### src/rtl/queue_pkg.sv
// queue_pkg: shared widths, limits and the per-cycle event-resolution type
// for the bank-queue occupancy counter (queue_counter).
//
// Contents:
//   PCOUNT_W, TCOUNT_W, INDEX_W : field widths of the ROM index {tcount, pcount}
//   PCOUNT_MAX                  : saturation point of the person count
//   evt_res_e                   : what one cycle of entry/exit events does to the count
//   resolve_event()             : maps (entry event, exit event, count) to evt_res_e
package queue_pkg;

  localparam int PCOUNT_W = 3;
  localparam int TCOUNT_W = 2;
  localparam int INDEX_W  = 5;
  localparam logic [PCOUNT_W-1:0] PCOUNT_MAX = 3'd7;

  typedef enum logic [2:0] {
    HOLD,
    INC,
    DEC,
    DROP_IN,
    DROP_OUT
  } evt_res_e;

  // Simultaneous entry and exit cancel out, even at full or empty, so they
  // never raise an overflow/underflow pulse.
  function automatic evt_res_e resolve_event(input logic in_evt,
                                             input logic out_evt,
                                             input logic [PCOUNT_W-1:0] count);
    if (in_evt && !out_evt)
      return (count == PCOUNT_MAX) ? DROP_IN : INC;
    if (out_evt && !in_evt)
      return (count == '0) ? DROP_OUT : DEC;
    return HOLD;
  endfunction

endpackage

### src/rtl/sensor_debounce.sv
// sensor_debounce: conditions one asynchronous photocell level into a
// single-cycle event per low->high transition.
//
// Path: SYNC_STAGES-deep synchronizer -> optional stability filter
// (compiled in with QUEUE_DEBOUNCE_EN) -> rising-edge detector.
//
// Ports:
//   clk    : system clock
//   rst    : synchronous active-high reset, clears all history
//   sensor : asynchronous sensor level (high while beam broken)
//   evt    : one-cycle pulse on each rising edge of the conditioned level
//
// Macro QUEUE_DEBOUNCE_EN: when defined, the conditioned level only follows
// the synchronized level after DEBOUNCE_CYCLES consecutive differing samples.
module sensor_debounce #(
  parameter int SYNC_STAGES     = 2,
  parameter int DEBOUNCE_CYCLES = 4
) (
  input  logic clk,
  input  logic rst,
  input  logic sensor,
  output logic evt
);

  if (SYNC_STAGES < 2 || DEBOUNCE_CYCLES < 1) begin : g_bad_param
    $error("sensor_debounce: SYNC_STAGES must be >= 2 and DEBOUNCE_CYCLES >= 1");
  end

  // sync_reg[0] is the first flop after the asynchronous input.
  logic [SYNC_STAGES-1:0] sync_reg;
  logic sync_last;
  logic level;
  logic level_prev_reg;

  always_ff @(posedge clk) begin
    if (rst) sync_reg <= '0;
    else     sync_reg <= {sync_reg[SYNC_STAGES-2:0], sensor};
  end

  assign sync_last = sync_reg[SYNC_STAGES-1];

`ifdef QUEUE_DEBOUNCE_EN
  localparam int CNT_W = $clog2(DEBOUNCE_CYCLES + 1);
  localparam logic [CNT_W-1:0] CNT_LAST = CNT_W'(DEBOUNCE_CYCLES - 1);

  logic [CNT_W-1:0] stable_cnt_reg;
  logic             filt_reg;

  // Counts consecutive samples that disagree with the filtered level; any
  // agreeing sample restarts the count, so short glitches never propagate.
  always_ff @(posedge clk) begin
    if (rst) begin
      filt_reg       <= 1'b0;
      stable_cnt_reg <= '0;
    end else if (sync_last == filt_reg) begin
      stable_cnt_reg <= '0;
    end else if (stable_cnt_reg == CNT_LAST) begin
      filt_reg       <= sync_last;
      stable_cnt_reg <= '0;
    end else begin
      stable_cnt_reg <= stable_cnt_reg + CNT_W'(1);
    end
  end

  assign level = filt_reg;
`else
  assign level = sync_last;
`endif

  always_ff @(posedge clk) begin
    if (rst) level_prev_reg <= 1'b0;
    else     level_prev_reg <= level;
  end

  // Built only from registers, so no input reaches evt combinationally.
  assign evt = level & ~level_prev_reg;

endmodule

### src/rtl/queue_counter.sv
// queue_counter: bank-queue occupancy tracker feeding the waiting-time ROM.
//
// Ports:
//   clk, rst   : clock and synchronous active-high reset
//   photo_in   : entry sensor (asynchronous)
//   photo_out  : exit sensor (asynchronous)
//   Tcount     : number of open tellers, registered without validation
//   Pcount     : saturating person count 0..7
//   index_rom  : {registered Tcount, Pcount}, ROM address
//   full/empty : Pcount == 7 / Pcount == 0
//   overflow   : one-cycle pulse when an entry is dropped at full
//   underflow  : one-cycle pulse when an exit is dropped at empty
//
// Macro QUEUE_DEBOUNCE_EN enables the per-sensor debounce filter.
module queue_counter
  import queue_pkg::*;
#(
  parameter int SYNC_STAGES     = 2,
  parameter int DEBOUNCE_CYCLES = 4
) (
  input  logic                clk,
  input  logic                rst,
  input  logic                photo_in,
  input  logic                photo_out,
  input  logic [TCOUNT_W-1:0] Tcount,
  output logic [PCOUNT_W-1:0] Pcount,
  output logic [INDEX_W-1:0]  index_rom,
  output logic                full,
  output logic                empty,
  output logic                overflow,
  output logic                underflow
);

  // Bit 0 is the entry sensor, bit 1 the exit sensor.
  logic [1:0] sensor_vec;
  logic [1:0] evt_vec;

  assign sensor_vec = {photo_out, photo_in};

  for (genvar gi = 0; gi < 2; gi++) begin : g_sensor
    sensor_debounce #(
      .SYNC_STAGES    (SYNC_STAGES),
      .DEBOUNCE_CYCLES(DEBOUNCE_CYCLES)
    ) u_sensor (
      .clk   (clk),
      .rst   (rst),
      .sensor(sensor_vec[gi]),
      .evt   (evt_vec[gi])
    );
  end

  logic [PCOUNT_W-1:0] pcount_reg, pcount_next;
  logic [TCOUNT_W-1:0] tcount_reg;
  logic                overflow_reg, overflow_next;
  logic                underflow_reg, underflow_next;
  evt_res_e            res;

  always_comb begin
    pcount_next    = pcount_reg;
    overflow_next  = 1'b0;
    underflow_next = 1'b0;
    res            = resolve_event(evt_vec[0], evt_vec[1], pcount_reg);
    unique case (res)
      INC:      pcount_next    = pcount_reg + 3'd1;
      DEC:      pcount_next    = pcount_reg - 3'd1;
      DROP_IN:  overflow_next  = 1'b1;
      DROP_OUT: underflow_next = 1'b1;
      default:  ;
    endcase
  end

  always_ff @(posedge clk) begin
    if (rst) begin
      pcount_reg    <= '0;
      tcount_reg    <= '0;
      overflow_reg  <= 1'b0;
      underflow_reg <= 1'b0;
    end else begin
      pcount_reg    <= pcount_next;
      tcount_reg    <= Tcount;
      overflow_reg  <= overflow_next;
      underflow_reg <= underflow_next;
    end
  end

  assign Pcount    = pcount_reg;
  assign index_rom = {tcount_reg, pcount_reg};
  assign full      = (pcount_reg == PCOUNT_MAX);
  assign empty     = (pcount_reg == '0);
  assign overflow  = overflow_reg;
  assign underflow = underflow_reg;

endmodule
### config.mk
export PLATFORM = sky130hd
export DESIGN_NAME = queue_counter
export DESIGN_NICKNAME = d
export VERILOG_FILES = /design/src/rtl/queue_pkg.sv /design/src/rtl/sensor_debounce.sv /design/src/rtl/queue_counter.sv
export SDC_FILE = /design/constraint.sdc
export NUM_CORES = 1
export LEC_CHECK = 0
export ABC_AREA = 1
export CORE_AREA = 5 5 42 44
export DETAILED_ROUTE_END_ITERATION = 6
export DIE_AREA = 0 0 47 49
export PLACE_DENSITY = 0.72
export SLEW_MARGIN = 40
export SYNTH_ARGS = -nofsm -noshare
export SYNTH_HDL_FRONTEND = slang
export SYNTH_HIERARCHICAL = 1
export SYNTH_SLANG_ARGS = --single-unit
### constraint.sdc
create_clock -name clk -period 2.7 [get_ports clk]
set_input_delay 0.405 -clock clk [delete_from_list [all_inputs] [get_ports clk]]
set_output_delay 0.405 -clock clk [all_outputs]
set_load 0.01 [all_outputs]
==> results of run 1 <==
## final cells by class
type,count,area (µm²),area share
multi-input combinational,35,181,0.249
inverter,19,71.3,0.0978
sequential,13,260,0.357
clock buffer,4,26.3,0.0360
timing repair buffer,17,170,0.233
tap,16,20.0,0.0274
## logic make-up after synthesis
logic type | share of synthesized area
AND/OR/NAND/NOR | 0.292
flip-flops | 0.486
AO/OA/AOI/OAI | 0.00934
buffers and inverters | 0.175
adder cells (fa/ha/maj) | 0.0374
## cells in the mapped netlist
cell	count	area share
a21oi_1	1	0.0093
buf_4	3	0.042
dfxtp_1	13	0.49
fa_1	1	0.037
inv_1	15	0.11
inv_2	4	0.028
nand2_1	4	0.028
nand2_2	3	0.035
nand3_1	5	0.047
nand3_2	1	0.019
nor2_1	15	0.11
nor2_2	3	0.035
nor4_1	2	0.023
## critical path, cell delays in order, from the launching register on
cell             delay (ns)
dfxtp_1                0.42
nand3_2                0.15
inv_1                  0.09
clkdlybuf4s50_1        0.53
## power by group
part / switching, mW / total [mW] / internal [mW]
Sequential: 0.00470 / 0.204 / 0.200
Clock: 0.0587 / 0.116 / 0.0572
Combinational: 0.0280 / 0.0583 / 0.0303
Total: 0.0914 / 0.379 / 0.287
## routing by layer
| layer | share of wire | vias to the layer above | routed length [µm] |
|---|---|---|---|
| li1 | - | 236 | - |
| met1 | 0.40 | 194 | 372 |
| met2 | 0.50 | 16 | 459 |
| met3 | 0.093 | 2 | 86 |
| met4 | 0.0043 | 0 | 4 |
| met5 | 0 | - | 0 |
## through the flow
step           std cells   util  total power, mW  hold WS (ns)  instance area (µm²)
2_1_floorplan         70      -            0.240         0.388                  536
3_3_place_gp         100  0.502            0.266         0.390                  703
3_5_place_dp         100  0.502            0.268         0.399                  703
4_1_cts              104  0.521            0.386         0.412                  729
5_1_grt              104  0.521            0.401         0.428                  729
6_report             104  0.521            0.379         0.410                  729
## worst max-delay path by stage
stage                                startpoint   endpoint  slack [ns]  depth (start not counted)
2_1_floorplan  g_sensor[1].u_sensor/sync_reg[1]  Pcount[2]        1.12                         10
3_3_place_gp   g_sensor[1].u_sensor/sync_reg[1]  Pcount[2]        1.04                         10
3_5_place_dp   g_sensor[1].u_sensor/sync_reg[1]  Pcount[2]        1.03                         10
4_1_cts                               Pcount[2]       full        0.82                          3
5_1_grt                               Pcount[2]       full        0.75                          3
6_report                              Pcount[2]       full        0.84                          3
==> summary.md, run 1 <==
| Metric | Value |
|---|---|
| Hold Path Class | `reg2reg` |
| Worst setup SP type | `flip-flop` |
| CP Capture Type | `output pin` |
| Clk Latency, worst-skew pair | `roughly 0.27 ns` |
| Clock transition at the registers of the reported paths | `approximately 0.08 ns` |
| Starting Density | `0.382` |
| MaxCap Viol Count | `0` |
| RR Endpoint | `Pcount[2]` |
| Clock skew | `~0.0037 ns` |
| Synth warn | `6` |
| Hold_sp | `g_sensor[1].u_sensor/sync_reg[0]` |
| Setup Viol. Count Final | `0` |
| Hold_buf cts | `0` |
| Grt met3 use | `0.0406` |
| Die Span Y | `between 40 and 50 µm` |
| DRC errors left | `0` |
| Largest fanout on the critical path | `5` |
| Cell Rows | `14` |
| Post-Syn Area | `536 µm²` |
| Max reg flops | `4` |
| Worst slew margin | `0.752` |
| Internal reg-to-reg setup slack | `about 1.0 ns` |
| Final Hold Viols | `0` |
| VDD IR-drop max | `334 µV` |
| Largest net degree at the start of global routing | `12` |
| DR vias | `448` |
| # IOs | `18` |
| DRT Wirelength | `roughly 920 µm` |
| Setup TNS | `0 ns` |
| Htree depth | `1` |
| Tcrit/Tclk final | `0.689` |
| Clk sinks | `13` |
| Place WS | `around 1.0 ns` |
| First-pass GRT wire length | `~1500 µm` |
| Sequential fraction of the synthesis area | `0.486` |
| Mapped Nets | `77` |
| Worst Tran Pin Value | `approximately 0.37 ns` |
| Routed wire per std cell | `8.87 µm` |
| DR iter-0 viols | `2` |
| Post-CTS Setup Inserts | `0` |
| Area growth syn-to-layout | `36.2%` |
| Power Density | `approximately 520 nW/µm²` |
| GR Layer Usage met2 | `0.152` |
| Nets | `96` |
| M1 GR Usage | `0.0895` |
| Data required time of the worst path | `2.30 ns` |
| Placed wire-length estimate | `about 720 µm` |
| Total iterations of the first detailed-routing run | `2` |
| Fmax | `around 0.54 GHz` |
| Layout cells sized above 1 | `0.159` |
| Gr busiest metal | `met2` |
| Worst Path Arrival | `approximately 1.5 ns` |
| Critical path class | `reg2out` |
| Core ar. | `around 1400 µm²` |
| Final Critical Period | `around 1.9 ns` |
| Filler instances | `between 100 and 150` |
| GR Overflow Total | `0` |
| CTS tree | `yes` |
| Setup WS post-layout | `between 0.8 and 0.9 ns` |
| Die width | `~47 µm` |
| PostCTS Resize Cnt | `0` |
| Via-per-instance ratio | `roughly 4.3` |
| Num CTS Buffers | `3` |
| Total track usage | `0.0942` |
| Mean Syn Cell Area | `7.65 µm²` |
| Final ANT Viol Nets | `0` |
| Commonest non-fill, non-tap cell in the layout | `clkdlybuf4s50_1` |
| Yosys reg bits | `13` |
| Worst Reg-to-Reg Cells | `10` |
| Max Slew Vio Count | `0` |
| PortBufs | `17` |
| Hold endpoint | `g_sensor[1].u_sensor/sync_reg[1]` |
| Vias in the first global route | `about 430` |
| GP Congestion | `0.726` |
| Status | `finished clean` |
| Die area | `2300 µm²` |
| RSZ-0062 raised after global routing | `no` |
| P_leak | `roughly 0.34 nW` |
| Crit Reg-Reg Startpoint | `g_sensor[1].u_sensor/sync_reg[1]` |
| Ant diodes | `0` |
| Root Buffer Master | `clkbuf_4` |
| Hold Path Stages | `2` |
| Post-synthesis cell count | `70` |
| Longest Clk Path Bufs | `2` |
| Initial antenna violation count | `0` |
| Commonest non-fill, non-tap cells in the layout | `17 x clkdlybuf4s50_1, 15 x inv_1, 15 x nor2_1` |
| Unique masters post-synth | `13` |
No activity file was read; power rests on OpenSTA's default activity.
==> run 2: changes to the inputs <==
==> constraint.sdc (replaced) <==
create_clock -name clk -period 1.8 [get_ports clk]
set_input_delay 0.27 -clock clk [delete_from_list [all_inputs] [get_ports clk]]
set_output_delay 0.27 -clock clk [all_outputs]
set_load 0.01 [all_outputs]
==> summary.md, run 2 (synthesis results as in run 1) <==
| Metric | Value |
|---|---|
| Worst setup SP type | `flip-flop` |
| Commonest non-fill, non-tap cell in the layout | `clkdlybuf4s50_1` |
| Cells after DPL | `100 (unchanged)` |
| Root Buffer Master | `clkbuf_4` |
| DR vias | `455 (+1.6%)` |
| Data required time of the worst path | `1.53 ns (-0.77 ns)` |
| GR Overflow Total | `0 (unchanged)` |
| Via-per-instance ratio | `4.38 (+1.6%)` |
| Tcrit/Tclk final | `0.934` |
| PortBufs | `17 (unchanged)` |
| Ant diodes | `0 (unchanged)` |
| Htree depth | `1 (unchanged)` |
| Met2 wire length | `476 µm (+3.7%)` |
| P_leak | `0.342 nW (+0.16%)` |
| Filler instances | `149 (+1.4%)` |
| DR iter-0 viols | `1 (-1)` |
| Fmax | `a little under 0.6 GHz` |
| Final Critical Period | `~1.7 ns` |
| Setup TNS | `0 ns (unchanged)` |
| CP Capture Type | `output pin` |
| Routed wire per std cell | `9.06 µm (+2.2%)` |
| Wire length on met3 | `117 µm (+36%)` |
| GP Congestion | `0.741 (+2.0%)` |
| Die width | `47 µm (unchanged)` |
| Longest Clk Path Bufs | `2 (unchanged)` |
| Cell Rows | `14 (unchanged)` |
| Largest net degree at the start of global routing | `12 (unchanged)` |
| Hold_ws | `0.412 ns (+0.00201 ns)` |
| Final Util | `0.524 (+0.00357)` |
| Largest fanout on the critical path | `5 (unchanged)` |
| Clk sinks | `13 (unchanged)` |
| Cell Count, Final, Fillers Out | `104 (unchanged)` |
| MaxCap Viol Count | `0 (unchanged)` |
| Status | `finished clean` |
| Max reg flops | `4 (unchanged)` |
| Die area | `2300 µm² (unchanged)` |
| Worst Path Arrival | `1.41 ns (-0.05 ns)` |
| Die Span Y | `49 µm (unchanged)` |
| Storage element area | `263 µm² (+0.96%)` |
| Final ANT Viol Nets | `0 (unchanged)` |
| Max Slew Vio Count | `0 (unchanged)` |
| Final Hold Viols | `0 (unchanged)` |
| Initial antenna violation count | `0 (unchanged)` |
| First-pass GRT wire length | `1650 µm (+7.2%)` |
| Hold Path Class | `reg2reg` |
| Setup Viol. Count Final | `0 (unchanged)` |
| Total iterations of the first detailed-routing run | `2 (unchanged)` |
| Hold_buf cts | `0 (unchanged)` |
| Nets | `96 (unchanged)` |
| Power Total | `0.571 mW (+51%)` |
| DRC errors left | `0 (unchanged)` |
| Num CTS Buffers | `3 (unchanged)` |
| DRT Wirelength | `942 µm (+2.2%)` |
| Clock skew | `0.00124 ns (-0.00251 ns)` |
| Worst slew margin | `0.754 (+0.00213)` |
| Core ar. | `1400 µm² (unchanged)` |
| Placed wire-length estimate | `742 µm (+2.7%)` |
| Clk Latency, worst-skew pair | `0.27 ns (about the same)` |
| VDD IR-drop max | `421 µV (+26%)` |
| Routed met1 length | `319 µm (-14%)` |
| CTS tree | `yes` |
| Total track usage | `0.102 (+0.00750)` |
| Vias in the first global route | `428 (+0.23%)` |
| Layout cells sized above 1 | `0.193 (+0.0341)` |
| Multi-input gate area | `184 µm² (+1.4%)` |
| Top sig layer | `met4` |
| Commonest non-fill, non-tap cells in the layout | `17 x clkdlybuf4s50_1, 15 x inv_1, 14 x nor2_1` |
| Area growth syn-to-layout | `37.1%` |
| Starting Density | `0.382 (unchanged)` |
| Worst Tran Pin Value | `0.368 ns (-0.00319 ns)` |
| # IOs | `18 (unchanged)` |
| Power Density | `777 nW/µm² (+50%)` |
| Clock transition at the registers of the reported paths | `0.07 ns (about the same)` |
| Critical path class | `reg2out` |
## run 2: path summary, 6_finish.rpt
| path | from | end | slack, ns | cells past startpoint |
|---|---|---|---|---|
| worst min-delay path | g_sensor[0].u_sensor/sync_reg[0] | g_sensor[0].u_sensor/sync_reg[1] | 0.41 | 2 |
| worst max-delay path | Pcount[0] | empty | 0.12 | 4 |
| worst max register to register | g_sensor[1].u_sensor/sync_reg[1] | Pcount[2] | 0.17 | 10 |
| worst min register to register | g_sensor[0].u_sensor/sync_reg[0] | g_sensor[0].u_sensor/sync_reg[1] | 0.41 | 2 |
## run 2: layer usage
metal	GRT usage	up-vias
met1	0.0843	200
met4	0.0691	0
met3	0.0443	3
li1	-	235
met2	0.179	17
met5	0	-
## run 2: worst max-delay path, stage by stage (launching register included)
cell and delay [ns]:
dfxtp_2 0.35, nor2_2 0.12, nand2_2 0.09, inv_1 0.06, clkdlybuf4s50_1 0.52
## run 2: power by group
part           switching, mW  leakage [nW]  internal, mW
clock network         0.0895        0.0150        0.0859
registers            0.00746         0.108         0.300
logic                 0.0421         0.220        0.0459
total                  0.139         0.342         0.432
## run 2: area by class of cell
type | count | area share
Tap cell | 16 | 0.0273
Inverter | 19 | 0.0971
Timing Repair Buffer | 17 | 0.232
Sequential cell | 13 | 0.358
Clock buffer | 4 | 0.0358
Multi-Input combinational cell | 35 | 0.250
## run 2: through the flow
| stage | setup slack, ns | cell area, µm² |
|---|---|---|
| floorplan | 0.220 | 536 |
| global placement | 0.145 | 703 |
| detailed placement | 0.103 | 703 |
| CTS | 0.0402 | 729 |
| global route | -0.00776 | 734 |
| finish | 0.120 | 734 |
## run 2: repair_timing
| action | CTS | global route |
|---|---|---|
| hold endpoints to repair | 0 | 0 |
| resized for setup | 0 | 3 |
| endpoints found under the setup margin | 0 | 2 |
| setup buffers | 0 | 0 |
